## config.mk

```make
export PLATFORM = sky130hd
export DESIGN_NAME = rs_scheduler
export DESIGN_NICKNAME = d
export VERILOG_FILES = /design/src/rtl/rs_scheduler_pkg.sv /design/src/rtl/rs_age_select.sv /design/src/rtl/rs_scheduler.sv
export SDC_FILE = /design/constraint.sdc
export NUM_CORES = 1
export LEC_CHECK = 0
export BUFFER_PORTS_ARGS = -buffer_cell sky130_fd_sc_hd__buf_2
export CAP_MARGIN = 0
export CELL_PAD_IN_SITES_DETAIL_PLACEMENT = 1
export CELL_PAD_IN_SITES_GLOBAL_PLACEMENT = 2
export CORE_MARGIN = 2
export CORE_UTILIZATION = 36
export CTS_CLUSTER_SIZE = 40
export DETAILED_ROUTE_END_ITERATION = 16
export GPL_TIMING_DRIVEN = 1
export PLACE_DENSITY_LB_ADDON = 0.1
export SLEW_MARGIN = 30
export SYNTH_ARGS = -nofsm -noshare
export SYNTH_HDL_FRONTEND = slang
export SYNTH_SLANG_ARGS = --single-unit
export TNS_END_PERCENT = 10
```

## constraint.sdc

```tcl
create_clock -name clk -period 4.3 [get_ports clk]
set_input_delay 0.86 -clock clk [delete_from_list [all_inputs] [get_ports clk]]
set_output_delay 0.86 -clock clk [all_outputs]
set_load 0.01 [all_outputs]
```

## src/rtl/rs_scheduler_pkg.sv

```systemverilog
// Shared types and constants for the reservation-station scheduler.
package rs_pkg;

    localparam int RS_TAG_W  = 5;
    localparam int RS_OP_W   = 10;
    localparam int RS_DATA_W = 32;

    // A source tag of zero means the operand value is already present.
    localparam logic [RS_TAG_W-1:0] TAG_READY = '0;

    // One station entry. Age is held separately in the age matrix.
    typedef struct packed {
        logic                 valid;
        logic [RS_OP_W-1:0]   op;
        logic [RS_TAG_W-1:0]  qj;
        logic [RS_TAG_W-1:0]  qk;
        logic [RS_DATA_W-1:0] vj;
        logic [RS_DATA_W-1:0] vk;
        logic [RS_DATA_W-1:0] a;
        logic [RS_TAG_W-1:0]  tag;
    } rs_entry_t;

    // True when a CDB broadcast satisfies a waiting source tag.
    function automatic logic tag_hit(input logic                cdb_valid,
                                     input logic [RS_TAG_W-1:0] cdb_tag,
                                     input logic [RS_TAG_W-1:0] q);
        return cdb_valid && (q != TAG_READY) && (q == cdb_tag);
    endfunction

endpackage

```

## src/rtl/rs_age_select.sv

```systemverilog
// Age matrix and oldest-ready selection for the reservation station.
// older_q[i][j] = 1 means entry i was dispatched before entry j.
module rs_age_select #(
    parameter int N_ENTRY = 4
) (
    input  logic               clk,
    input  logic               rst_n,
    input  logic [N_ENTRY-1:0] valid_i,
    input  logic [N_ENTRY-1:0] ready_i,
    input  logic [N_ENTRY-1:0] alloc_i,
    input  logic [N_ENTRY-1:0] free_i,
    input  logic               flush_i,
    output logic [N_ENTRY-1:0] grant_o
);

    logic [N_ENTRY-1:0] older_q [N_ENTRY];
    logic [N_ENTRY-1:0] older_d [N_ENTRY];
    logic [N_ENTRY-1:0] blocked;

    // An entry wins when no other ready entry is older than it.
    always_comb begin
        blocked = '0;
        grant_o = '0;
        for (int i = 0; i < N_ENTRY; i++) begin
            for (int j = 0; j < N_ENTRY; j++) begin
                if ((j != i) && ready_i[j] && older_q[j][i]) begin
                    blocked[i] = 1'b1;
                end
            end
            grant_o[i] = ready_i[i] && !blocked[i];
        end
    end

    // Freed entries drop out of the order; a new entry is younger than all survivors.
    always_comb begin
        for (int i = 0; i < N_ENTRY; i++) begin
            older_d[i] = older_q[i];
        end
        for (int i = 0; i < N_ENTRY; i++) begin
            if (free_i[i]) begin
                older_d[i] = '0;
                for (int j = 0; j < N_ENTRY; j++) begin
                    older_d[j][i] = 1'b0;
                end
            end
        end
        for (int k = 0; k < N_ENTRY; k++) begin
            if (alloc_i[k]) begin
                older_d[k] = '0;
                for (int j = 0; j < N_ENTRY; j++) begin
                    if (j != k) begin
                        older_d[j][k] = valid_i[j] && !free_i[j];
                    end
                end
            end
        end
        if (flush_i) begin
            for (int i = 0; i < N_ENTRY; i++) begin
                older_d[i] = '0;
            end
        end
    end

    // Age matrix register.
    always_ff @(posedge clk or negedge rst_n) begin
        if (!rst_n) begin
            for (int i = 0; i < N_ENTRY; i++) begin
                older_q[i] <= '0;
            end
        end else begin
            for (int i = 0; i < N_ENTRY; i++) begin
                older_q[i] <= older_d[i];
            end
        end
    end

endmodule

```

## src/rtl/rs_scheduler.sv

```systemverilog
// Reservation-station scheduler: buffers decoded instructions, captures
// operands from the CDB, and issues the oldest ready entry.
//
// Handshakes: dispatch occurs at the edge when disp_valid && disp_ready;
// issue occurs at the edge when issue_valid && issue_ready && !flush.
// Both ready/valid sides depend only on registered state.
module rs_scheduler
    import rs_pkg::*;
#(
    parameter int N_ENTRY = 4,
    parameter int TAG_W   = RS_TAG_W,
    parameter int OP_W    = RS_OP_W,
    localparam int CNT_W  = $clog2(N_ENTRY + 1)
) (
    input  logic             clk,
    input  logic             reset,
    input  logic             disp_valid,
    output logic             disp_ready,
    input  logic [OP_W-1:0]  disp_op,
    input  logic [TAG_W-1:0] disp_qj,
    input  logic [TAG_W-1:0] disp_qk,
    input  logic [31:0]      disp_vj,
    input  logic [31:0]      disp_vk,
    input  logic [31:0]      disp_a,
    input  logic [TAG_W-1:0] disp_tag,
    input  logic             cdb_valid,
    input  logic [TAG_W-1:0] cdb_tag,
    input  logic [31:0]      cdb_data,
    output logic             issue_valid,
    input  logic             issue_ready,
    output logic [OP_W-1:0]  issue_op,
    output logic [31:0]      issue_vj,
    output logic [31:0]      issue_vk,
    output logic [31:0]      issue_a,
    output logic [TAG_W-1:0] issue_tag,
    input  logic             flush,
    output logic [CNT_W-1:0] count
);

    rs_entry_t entries_q [N_ENTRY];
    rs_entry_t entries_d [N_ENTRY];
    rs_entry_t new_entry;
    rs_entry_t issue_sel;

    logic [CNT_W-1:0]   count_q, count_d;
    logic [N_ENTRY-1:0] valid_vec, ready_vec, grant;
    logic [N_ENTRY-1:0] alloc_oh, alloc_i, free_i;
    logic               alloc_found;
    logic               disp_fire, issue_fire;
    logic [RS_TAG_W-1:0] cdb_tag_s;

    assign cdb_tag_s  = RS_TAG_W'(cdb_tag);
    assign disp_ready = (count_q < CNT_W'(N_ENTRY));
    assign disp_fire  = disp_valid && disp_ready && !flush;
    assign issue_fire = issue_valid && issue_ready && !flush;
    assign alloc_i    = disp_fire  ? alloc_oh : '0;
    assign free_i     = issue_fire ? grant    : '0;
    assign count      = count_q;

    // Occupancy and operand-ready vectors from registered entries.
    always_comb begin
        valid_vec = '0;
        ready_vec = '0;
        for (int i = 0; i < N_ENTRY; i++) begin
            valid_vec[i] = entries_q[i].valid;
            ready_vec[i] = entries_q[i].valid &&
                           (entries_q[i].qj == TAG_READY) &&
                           (entries_q[i].qk == TAG_READY);
        end
    end

    // Lowest-index free entry receives the next dispatch.
    always_comb begin
        alloc_oh    = '0;
        alloc_found = 1'b0;
        for (int i = 0; i < N_ENTRY; i++) begin
            if (!valid_vec[i] && !alloc_found) begin
                alloc_oh[i] = 1'b1;
                alloc_found = 1'b1;
            end
        end
    end

    // Build the incoming entry, capturing a same-cycle CDB result.
    always_comb begin
        new_entry       = '0;
        new_entry.valid = 1'b1;
        new_entry.op    = RS_OP_W'(disp_op);
        new_entry.qj    = RS_TAG_W'(disp_qj);
        new_entry.qk    = RS_TAG_W'(disp_qk);
        new_entry.vj    = disp_vj;
        new_entry.vk    = disp_vk;
        new_entry.a     = disp_a;
        new_entry.tag   = RS_TAG_W'(disp_tag);
        if (tag_hit(cdb_valid, cdb_tag_s, RS_TAG_W'(disp_qj))) begin
            new_entry.vj = cdb_data;
            new_entry.qj = TAG_READY;
        end
        if (tag_hit(cdb_valid, cdb_tag_s, RS_TAG_W'(disp_qk))) begin
            new_entry.vk = cdb_data;
            new_entry.qk = TAG_READY;
        end
    end

    // Per-entry next state: wakeup, then issue free, then allocation; flush wins.
    always_comb begin
        for (int i = 0; i < N_ENTRY; i++) begin
            entries_d[i] = entries_q[i];
            if (entries_q[i].valid) begin
                if (tag_hit(cdb_valid, cdb_tag_s, entries_q[i].qj)) begin
                    entries_d[i].vj = cdb_data;
                    entries_d[i].qj = TAG_READY;
                end
                if (tag_hit(cdb_valid, cdb_tag_s, entries_q[i].qk)) begin
                    entries_d[i].vk = cdb_data;
                    entries_d[i].qk = TAG_READY;
                end
            end
            if (free_i[i]) begin
                entries_d[i].valid = 1'b0;
            end
            if (alloc_i[i]) begin
                entries_d[i] = new_entry;
            end
            if (flush) begin
                entries_d[i].valid = 1'b0;
            end
        end
    end

    // Occupancy count tracks dispatches minus issues.
    always_comb begin
        if (flush) begin
            count_d = '0;
        end else begin
            count_d = count_q + CNT_W'(disp_fire) - CNT_W'(issue_fire);
        end
    end

    // Entry storage and count registers.
    always_ff @(posedge clk or negedge reset) begin
        if (!reset) begin
            count_q <= '0;
            for (int i = 0; i < N_ENTRY; i++) begin
                entries_q[i] <= '0;
            end
        end else begin
            count_q <= count_d;
            for (int i = 0; i < N_ENTRY; i++) begin
                entries_q[i] <= entries_d[i];
            end
        end
    end

    rs_age_select #(
        .N_ENTRY (N_ENTRY)
    ) u_age (
        .clk     (clk),
        .rst_n   (reset),
        .valid_i (valid_vec),
        .ready_i (ready_vec),
        .alloc_i (alloc_i),
        .free_i  (free_i),
        .flush_i (flush),
        .grant_o (grant)
    );

    // One-hot mux of the granted entry; all-zero when nothing is ready.
    always_comb begin
        issue_sel = '0;
        for (int i = 0; i < N_ENTRY; i++) begin
            if (grant[i]) begin
                issue_sel = entries_q[i];
            end
        end
    end

    assign issue_valid = |grant;
    assign issue_op    = OP_W'(issue_sel.op);
    assign issue_vj    = issue_sel.vj;
    assign issue_vk    = issue_sel.vk;
    assign issue_a     = issue_sel.a;
    assign issue_tag   = TAG_W'(issue_sel.tag);

endmodule

```

Word level (Yosys, flattened, before mapping)
Index checks and enable logic that the tools add are counted.
- bits of input ports: 164
- output and inout port bits: 116
- flip-flop bits (word level): 503
- logic and storage cells: 264
- multiplexer cells: 88
- eq/ne operators: 10
- $lt $le $gt $ge: 1
- reduce and logical (&&, ||, !) cells: 118
- $add $sub $neg: 2
- operators by type and width (cell ; number):
    $mux 122 ; 4
    $mux 121 ; 4
    $mux 32 ; 10
    $mux 74 ; 4
    $reduce_bool 5->1 ; 16
    $logic_and 1x1->1 ; 55
    $eq 5x5->1 ; 10
    $mux 5 ; 10
    $mux 1 ; 44
    $logic_not 5->1 ; 8
    $mux 4 ; 10
    $reduce_bool 2->1 ; 12
    $mux 16 ; 1
    $reduce_and 2->1 ; 8
    $logic_not 1->1 ; 14
    $reduce_bool 3->1 ; 4
    $reduce_or 4->1 ; 1
    $add 3x1->3 ; 1
    $lt 3x3->1 const B ; 1
    $mux 3 ; 1
    $sub 3x1->3 ; 1

Depth between registers and ports, before layout
Gate-level depths: netlist of the first run.
- depth after elaboration: 19
- gate-level depth with buffers: 15
- depth with buffers taken out: 12

Modules after synthesis
Synthesis of the first run repeated with hierarchy kept, for this count alone.
- cells, all modules: 2776
- area, all modules: 25202.9 um^2
- modules (own cells, without submodules) (module ; seq. area each (um^2) ; instances ; cells each ; area an instance (um^2)):
    rs_scheduler ; 12286.8 ; 1 ; 2713 ; 24573.6
    rs_age_select ; 300.3 ; 1 ; 63 ; 629.4

Least setup slack after synthesis of the first run
OpenSTA, ideal clock, no wires.
- path type: register to register
- from: register entries_q[469] in the netlist's numbering
- to: register count_q[2], in the netlist count[2]
- cell stages (with the launch flop): 15
- data arrival time: 3.551 ns
- path slack: 0.618 ns
- library setup time: 0.131 ns
- cells stage by stage: dfrtp_1 or4_1 or4_1 a2111oi_4 buf_2 buf_4 nor2_1 a21oi_1 ha_1 inv_1 ha_1 inv_1 fa_1 xnor2_1 nor2_1
- word-level cells in the longest chain between the ends: 13
- elaborated cells on any way between the ends: 26
- classes of those cells: 1 x add/sub; 10 x mux; 15 x reduce/logical
- RTL lines (element ; RTL line ; source):
    start: declaration ; rs_scheduler.sv:40 ; rs_entry_t entries_q [N_ENTRY];
    start signal: indexed assignment ; rs_scheduler.sv:150 ; entries_q[i] <= entries_d[i];
    $logic_not 5->1 * ; rs_scheduler.sv:68 ; (entries_q[i].qk == TAG_READY);
    $logic_and 1x1->1 * ; rs_scheduler.sv:67 ; (entries_q[i].qj == TAG_READY) &&
    $logic_and 1x1->1 ; rs_age_select.sv:26 ; if ((j != i) && ready_i[j] && older_q[j][i]) begin
    $mux 1 (3 in series) ; rs_age_select.sv:26 ;
    $logic_not 1->1 ; rs_age_select.sv:30 ; grant_o[i] = ready_i[i] && !blocked[i];
    $logic_and 1x1->1 ; rs_age_select.sv:30 ;
    $reduce_or 4->1 * ; rs_scheduler.sv:178 ; assign issue_valid = |grant;
    $logic_and 1x1->1 * (2 in series) ; rs_scheduler.sv:55 ; assign issue_fire = issue_valid && issue_ready && !flush;
    $sub 3x1->3 * ; rs_scheduler.sv:136 ; count_d = count_q + CNT_W'(disp_fire) - CNT_W'(issue_fire);
    $mux 3 * ; rs_scheduler.sv:133 ; if (flush) begin
    net count_d[2] ; rs_scheduler.sv:45 ; logic [CNT_W-1:0] count_q, count_d;
    end signal: assignment ; rs_scheduler.sv:148 ; count_q <= count_d;
    end: declaration ; rs_scheduler.sv:45 ;
The timed path passes the listed nets; every way through them passes the cells marked *.
A chain may end at the register's enable or synchronous reset.

Worst setup path in the final report of the first run
- from: register entries_q[103] in the netlist's numbering
- to: output port issue_vk[1]
- word-level cells in the longest chain between the ends: 10
- elaborated cells on any way between the ends: 19
- classes of those cells: 7 x mux; 12 x reduce/logical
- RTL lines (element ; RTL line ; source):
    $logic_not 5->1 * ; rs_scheduler.sv:68 ;
    $logic_and 1x1->1 * ; rs_scheduler.sv:67 ;
    $logic_and 1x1->1 ; rs_age_select.sv:26 ;
    $mux 1 ; rs_age_select.sv:26 ;
    $logic_not 1->1 ; rs_age_select.sv:30 ;
    $logic_and 1x1->1 ; rs_age_select.sv:30 ;
    $mux 121 (3 in series) ; rs_scheduler.sv:172 ; if (grant[i]) begin
    $mux 121 * ; rs_scheduler.sv:172 ;
    end: declaration ; rs_scheduler.sv:33 ; output logic [31:0] issue_vk,
Mark *: on every way between the ends. The rest lies on a longest branch, timed or not.

==> results of run 1 <==
worst max-delay path by stage:
| stage | from | endpoint | slack, ns | cells after the start |
|---|---|---|---|---|
| 6_report | entries_q[103] | issue_vk[1] | -0.12 | 8 |
| 5_1_grt | entries_q[103] | issue_vj[2] | -0.22 | 9 |
| 4_1_cts | entries_q[476] | issue_a[4] | -0.12 | 9 |
| 3_5_place_dp | entries_q[473] | issue_vk[11] | 0.19 | 7 |
| 3_3_place_gp | entries_q[473] | issue_vk[11] | 0.24 | 7 |
| 2_1_floorplan | entries_q[469] | count[2] | 0.62 | 14 |
power breakdown:
part	internal [uW]	total, uW	switching, uW
sequential	6170	7140	968
combinational	1490	3190	1700
clock	3300	5470	2160
total	11000	15800	4830
metrics by stage:
step                hold slack [ns]  TNS (ns)  cells   util  cell area (sq um)
CTS                           0.289     -7.12   3981  0.451              30900
finish                        0.255     -3.40   4008  0.460              31500
global placement              0.451         0   3830  0.404              27700
detailed placement            0.457         0   3830  0.404              27700
global route                  0.311    -11.49   4007  0.460              31500
floorplan                     0.440         0   2804      -              24900
Yosys cell counts (16+ instances only):
| library cell | number |
|---|---|
| nand3_1 | 153 |
| o221a_2 | 64 |
| a222oi_1 | 96 |
| a21oi_1 | 18 |
| o22ai_1 | 27 |
| inv_1 | 205 |
| a32oi_1 | 111 |
| or3_1 | 33 |
| nand2_1 | 839 |
| clkbuf_1 | 189 |
| o22a_1 | 32 |
| xnor2_1 | 29 |
| o21ai_0 | 117 |
| nor3_1 | 70 |
| nand3b_1 | 16 |
| nor4_1 | 20 |
| buf_2 | 31 |
| a221oi_1 | 64 |
| dfrtp_1 | 503 |
| o21a_1 | 33 |
| nor2_1 | 26 |
layer usage:
layer  vias to the layer above  wire (um)  global-route usage
met3                       210       5960              0.0391
met4                         6       3970               0.111
met2                       854      53800               0.532
met1                     12600      48000               0.395
met5                         -         32                   0
li1                      10500          -                   -
area by class of cell:
type	count	area share
clock buffers	88	0.0570
multi-input cells	1856	0.362
clock inverters	23	0.0103
flip-flops and latches	503	0.399
inverters	205	0.0244
well taps	882	0.0350
diodes	2	0.000159
repair buffers	449	0.112
registers in the layout, indices dropped and copies added (netlist names):
name and count:
u_age.older_q 12, entries_q 488, count 3
cell usage in the layout (no fill, tap or decap), drive strengths merged, types with 7 or more instances in the layout:
master    n
a21o      7
a21oi    18
a221oi   64
a222oi   96
a32oi   111
buf     441
bufinv    7
clkbuf   96
clkinv   13
dfrtp   503
inv     207
nand2   839
nand2b   10
nand3   153
nand3b   16
nor2     26
nor3     70
nor4     22
o21a     33
o21ai   130
o221a    64
o22a     32
o22ai    27
or3      33
or4      19
xnor2    29
xor2     14
repair_timing:
item / in CTS / in global routing
setup endpoints to repair: 112 / 112
gates resized for setup: 104 / 132
gates cloned: 11 / 9
buffers inserted: 29 / 21
pin swaps: 49 / 28
cells by family after synthesis:
group	Yosys count	share of synthesized area
xor+xnor	43	0.0152
fa+ha+maj	3	0.00181
flops	503	0.506
compound gates	607	0.199
buf+inv	447	0.0702
simple gates	1201	0.207
==> out/metrics.yaml, run 1 <==
floorplanning:
  initial_core_util: 0.363
  dieArea_sq_um: 71200
  fp-row-count: 96
  die_h_um: 267
  num_io_pins: 280
  core_area_sq_um: 68500
  die_w_um: 267
global_routing:
  grt_max_degree: 89
  antenna_found_initial: 5
  grtUsageTotal: 0.308
  grt_pass1_vias: 26100
  grt_pass1_wl_um: 166000
  overflow: 0
timing:
  min_period_ns: 4.42
  drv_slew: 0
  setup_viol: 77
  slew_headroom: 0.348
  rsz0062_at_grt: "yes"
  finalClockSkew_ns: 0.0249
  tightestPinTransition_ns: 0.978
  setup_ws_ns: -0.121
  fmaxAchievable_ghz: 0.226
  hold_viol: 0
  min_period_over_period: 1.03
logic_synthesis:
  ys_types: 60
  synthArstFlopShare: 1.00
  postSynthCellCount: 2804
  syn_nets: 2971
  synthDominantCellAreaShare: 0.506
  synth.area.top_cells: "dfrtp_1 (51%), nand2_1 (13%), a32oi_1 (3.9%)"
  yosysWarnings: 0
  syn_area_sq_um: 24900
  synth_flop_cell: "dfrtp_1"
  yosys.area.top_type: "dfrtp_1"
  synth-edff-count: 0
  synth-seq-cells: 503
  ys_seq_area_frac: 0.506
  avgSynthCellArea_sq_um: 8.86
run_status:
  status: "complete, but fails checks"
  failed_checks: "negative setup slack"
clocking:
  root_buffer: "clkbuf_16"
  clk_latency_ns: 0.64
  clk_pin_slew_ns: 0.06
  hold_buffers: 0
  cts_max_level: 2
  cts_sinks: 503
  cts_buffer_depth: 3
  cts_made_buffers: 60
  cts_tree: "yes"
place:
  gp_congestion: 0.803
  dp_hpwl_um: 64500
  post-place-ws_ns: 0.190
  port_buffers: 279
critical_path:
  cp.buffers_inverters: 3
  rrSetupSlack_ns: 0.56
  critical_path.slowest_cell: "or4_4"
  cp.required_ns: 3.44
  critPathMaxFanout: 13
  reg2reg_from: "entries_q[469]"
  cp.arrival_ns: 3.56
  max_stage_delay_ns: 0.57
  cp_top_family: "simple AND/OR/NAND/NOR gates"
  cp_common_cell: "or4_4"
  reg2regPathDepth: 17
  worst-setup-path-type: "register to primary output"
  endpoint_kind: "primary output"
  crit_chain: "or4_4, or4_4, or4_4, buf_4, clkbuf_16, o21ai_0, a32oi_1, buf_4"
  r2r-end: "count[2]"
  setup.worst_path.start_class: "register"
route:
  vias: 24200
  wire_per_inst_um: 27.9
  ant_nets: 0
  routed_wl_um: 112000
  drcViolationCount: 0
  avgViaCountPerCell: 6.03
  drtPass1Iterations: 8
  first_iter_violations: 2027
layout:
  fill_cells: 7772
  nets: 3242
  area_growth_pct: 26.8
  multi_input_area_sq_um: 11400
  drive_gt1_frac: 0.244
  ff_latch_area_sq_um: 12600
hold_path:
  hp-class: "input pin to async pin"
pwr:
  powerDensity_nw_per_um2: 501
  ir_drop_uv: 323
  power_leakage_uw: 0.0150
  p_total_uw: 15800
job:
  drv_cap: 0
Power figures use the tool's default switching activity.
==> run 2, diff against run 1 <==
--- a/config.mk
+++ b/config.mk
@@ -9,12 +9,14 @@
 export CAP_MARGIN = 0
 export CELL_PAD_IN_SITES_DETAIL_PLACEMENT = 1
 export CELL_PAD_IN_SITES_GLOBAL_PLACEMENT = 2
+export CORE_ASPECT_RATIO = 0.5
 export CORE_MARGIN = 2
 export CORE_UTILIZATION = 36
 export CTS_CLUSTER_SIZE = 40
 export DETAILED_ROUTE_END_ITERATION = 16
 export GPL_TIMING_DRIVEN = 1
 export PLACE_DENSITY_LB_ADDON = 0.1
+export REMOVE_ABC_BUFFERS = 1
 export SLEW_MARGIN = 30
 export SYNTH_ARGS = -nofsm -noshare
 export SYNTH_HDL_FRONTEND = slang
==> run 2 against run 1 <==
Net effect: clock power decreased by 16%; the run still ends with negative setup slack left; largest power group unchanged; wire length shrank 2.9%; combinational power about the same; global-route usage down 1.1 points.
==> out/metrics.yaml, run 2 (synthesis gave the netlist of run 1 again) <==
critical_path:
  cp_top_family: "simple AND/OR/NAND/NOR gates"
  crit_chain: "or4_4, or4_4, buf_6, nor4_4, buf_4, buf_12, buf_12, nand2_1, a32oi_2, buf_2"
  endpoint_kind: "primary output"
  cp.buffers_inverters: 5  # +2
  cp.required_ns: 3.44  # about the same
  cp.arrival_ns: 3.53  # -0.03 ns
  worst-setup-path-type: "register to primary output"
  setup.worst_path.start_class: "register"
  critical_path.slowest_cell: "or4_4"
  rrSetupSlack_ns: 0.54  # -0.02 ns
  max_stage_delay_ns: 0.58  # about the same
  critPathMaxFanout: 19  # +6
timing:
  setup_viol: 91  # +18%
  setup_ws_ns: -0.0851  # +0.0355 ns
  rsz0062_at_grt: "yes"
  finalClockSkew_ns: 0.0219  # -0.00300 ns
  totalNegativeSetupSlack_ns: -2.94  # +0.462 ns
  fmaxAchievable_ghz: 0.228  # +0.81%
  slew_headroom: 0.435  # +0.0870
  tightestPinTransition_ns: 0.839  # -0.139 ns
  drv_slew: 0  # unchanged
  hold_viol: 0  # unchanged
  min_period_over_period: 1.02  # -0.00825
  min_period_ns: 4.39  # -0.0355 ns
layout:
  nets: 3244  # +0.062%
  ff_latch_area_sq_um: 12600  # unchanged
  multi_input_area_sq_um: 11200  # -2.2%
  fill_cells: 7847  # +0.97%
  stdcell_count: 4030  # +0.55%
  layout_commonest_cell: "nand2_1"
  area_growth_pct: 25.6
  largest_register_ffs: 488  # unchanged
  drive_gt1_frac: 0.230  # -0.0138
  largest-register: "entries_q"
  layout_common_cells: "nand2_1 (836), dfrtp_1 (503), buf_2 (278)"
  fin_area_sq_um: 31200  # -0.94%
floorplanning:
  dieArea_sq_um: 71300  # +0.18%
  die_w_um: 376  # +41%
  core_area_sq_um: 68700  # +0.29%
  num_io_pins: 280  # unchanged
  die_h_um: 190  # -29%
  fp-row-count: 68  # -29%
  initial_core_util: 0.362  # -0.00103
job:
  drv_cap: 0  # unchanged
pwr:
  sw_frac_of_total: 0.310  # +0.00433
  p_total_uw: 14800  # -6.1%
  p_switching_uw: 4600  # -4.7%
  ir_drop_uv: 274  # -15%
  internal_power_uw: 10200  # -6.6%
  clkPwrFrac: 0.310  # -0.036
  combPwrFrac: 0.214  # +0.012
  powerDensity_nw_per_um2: 475  # -5.2%
  sequentialPowerShare: 0.476  # +0.024
  power_leakage_uw: 0.0149  # -0.55%
global_routing:
  antenna_found_initial: 4  # -1
  grt_pass1_wl_um: 162000  # -2.9%
  overflow: 0  # unchanged
  grtUsageTotal: 0.297  # -0.0109
  grt_max_degree: 95  # +6.7%
  grt_pass1_vias: 25200  # -3.5%
place:
  dp_hpwl_um: 61200  # -5.2%
  gp_congestion: 0.811  # +1.0%
  dp_cells: 3867  # +0.97%
  port_buffers: 279  # unchanged
  dpl_cell_area_sq_um: 27900  # +0.89%
route:
  vias: 23900  # -0.97%
  avgViaCountPerCell: 5.94  # -1.5%
  ant_nets: 0  # unchanged
  first_iter_violations: 2216  # +9.3%
  drtPass1Iterations: 10  # +2
  routed_wl_um: 108000  # -2.9%
  drcViolationCount: 0  # unchanged
  wire_per_inst_um: 26.9  # -3.4%
run_status:
  failed_checks: "negative setup slack"
  status: "complete, but fails checks"
clocking:
  root_buffer: "clkbuf_16"
  cts_made_buffers: 50  # -17%
  cts_buffer_depth: 3  # unchanged
  clk_latency_ns: 0.60  # -0.04 ns
  cts_tree: "yes"
  hold_buffers: 0  # unchanged
  clk_pin_slew_ns: 0.06  # about the same
  cts_sinks: 503  # unchanged
  cts_max_level: 2  # unchanged
hold_path:
  hp-class: "input pin to async pin"
run 2: worst paths after layout:
path / startpoint / to / cells after the start
max: entries_q[354] / issue_vk[11] / 10
min: reset / entries_q[341] / 1
max reg2reg: entries_q[224] / count[2] / 17
min reg2reg: entries_q[155] / entries_q[155] / 2
max in group asynchronous: reset / entries_q[7] / 3
min in group clk: entries_q[155] / entries_q[155] / 2
run 2: through the flow:
step | utilization | setup WS [ns] | hold WS (ns)
after floorplan | - | -8.64 | 0.440
after global placement | 0.406 | 0.245 | 0.451
after detailed placement | 0.407 | 0.194 | 0.457
after CTS | 0.449 | -0.0555 | 0.342
after global routing | 0.455 | -0.153 | 0.0948
final | 0.455 | -0.0851 | 0.106
run 2: worst register-to-register path: stages, from the launching register on:
cell	delay (ns)
dfrtp_1	0.39
or4_4	0.54
buf_4	0.17
nor4_2	0.45
a2111oi_4	0.10
buf_4	0.18
buf_12	0.15
buf_12	0.13
buf_16	0.15
nor2_1	0.13
a21oi_1	0.09
ha_1	0.30
inv_1	0.06
ha_1	0.13
inv_1	0.05
fa_1	0.40
xnor2_1	0.17
nor2_1	0.06
run 2: layer usage:
metal  vias to the layer above  share of wire  GRT usage
li1                      10500              -          -
met1                     12500           0.45      0.407
met5                         -              0          0
met2                       796           0.47      0.494
met4                         0          0.025     0.0786
met3                       177          0.055     0.0428
run 2: cell type report:
class,count,area share
antenna,4,0.000321
clock buffer,76,0.0488
clock inverter,15,0.00401
inverter,205,0.0246
multi-input combinational,1854,0.357
sequential,503,0.403
tap,910,0.0365
timing repair buffer,463,0.125
run 2: power groups by stage:
stage	Combinational [uW]	Clock, uW	Sequential, uW
final	3180	4600	7060
after global routing	3550	4870	7230
after CTS	3150	4680	7040
after detailed placement	2930	0	7090
after global placement	2810	0	7060
after floorplan	1990	0	6820
run 2: timing repair:
action                                  in CTS  in global routing
setup buffers                               41                  6
cloned                                      15                  7
endpoints found under the setup margin     112                111
pin swaps                                   46                 13
gates resized for setup                    123                 33
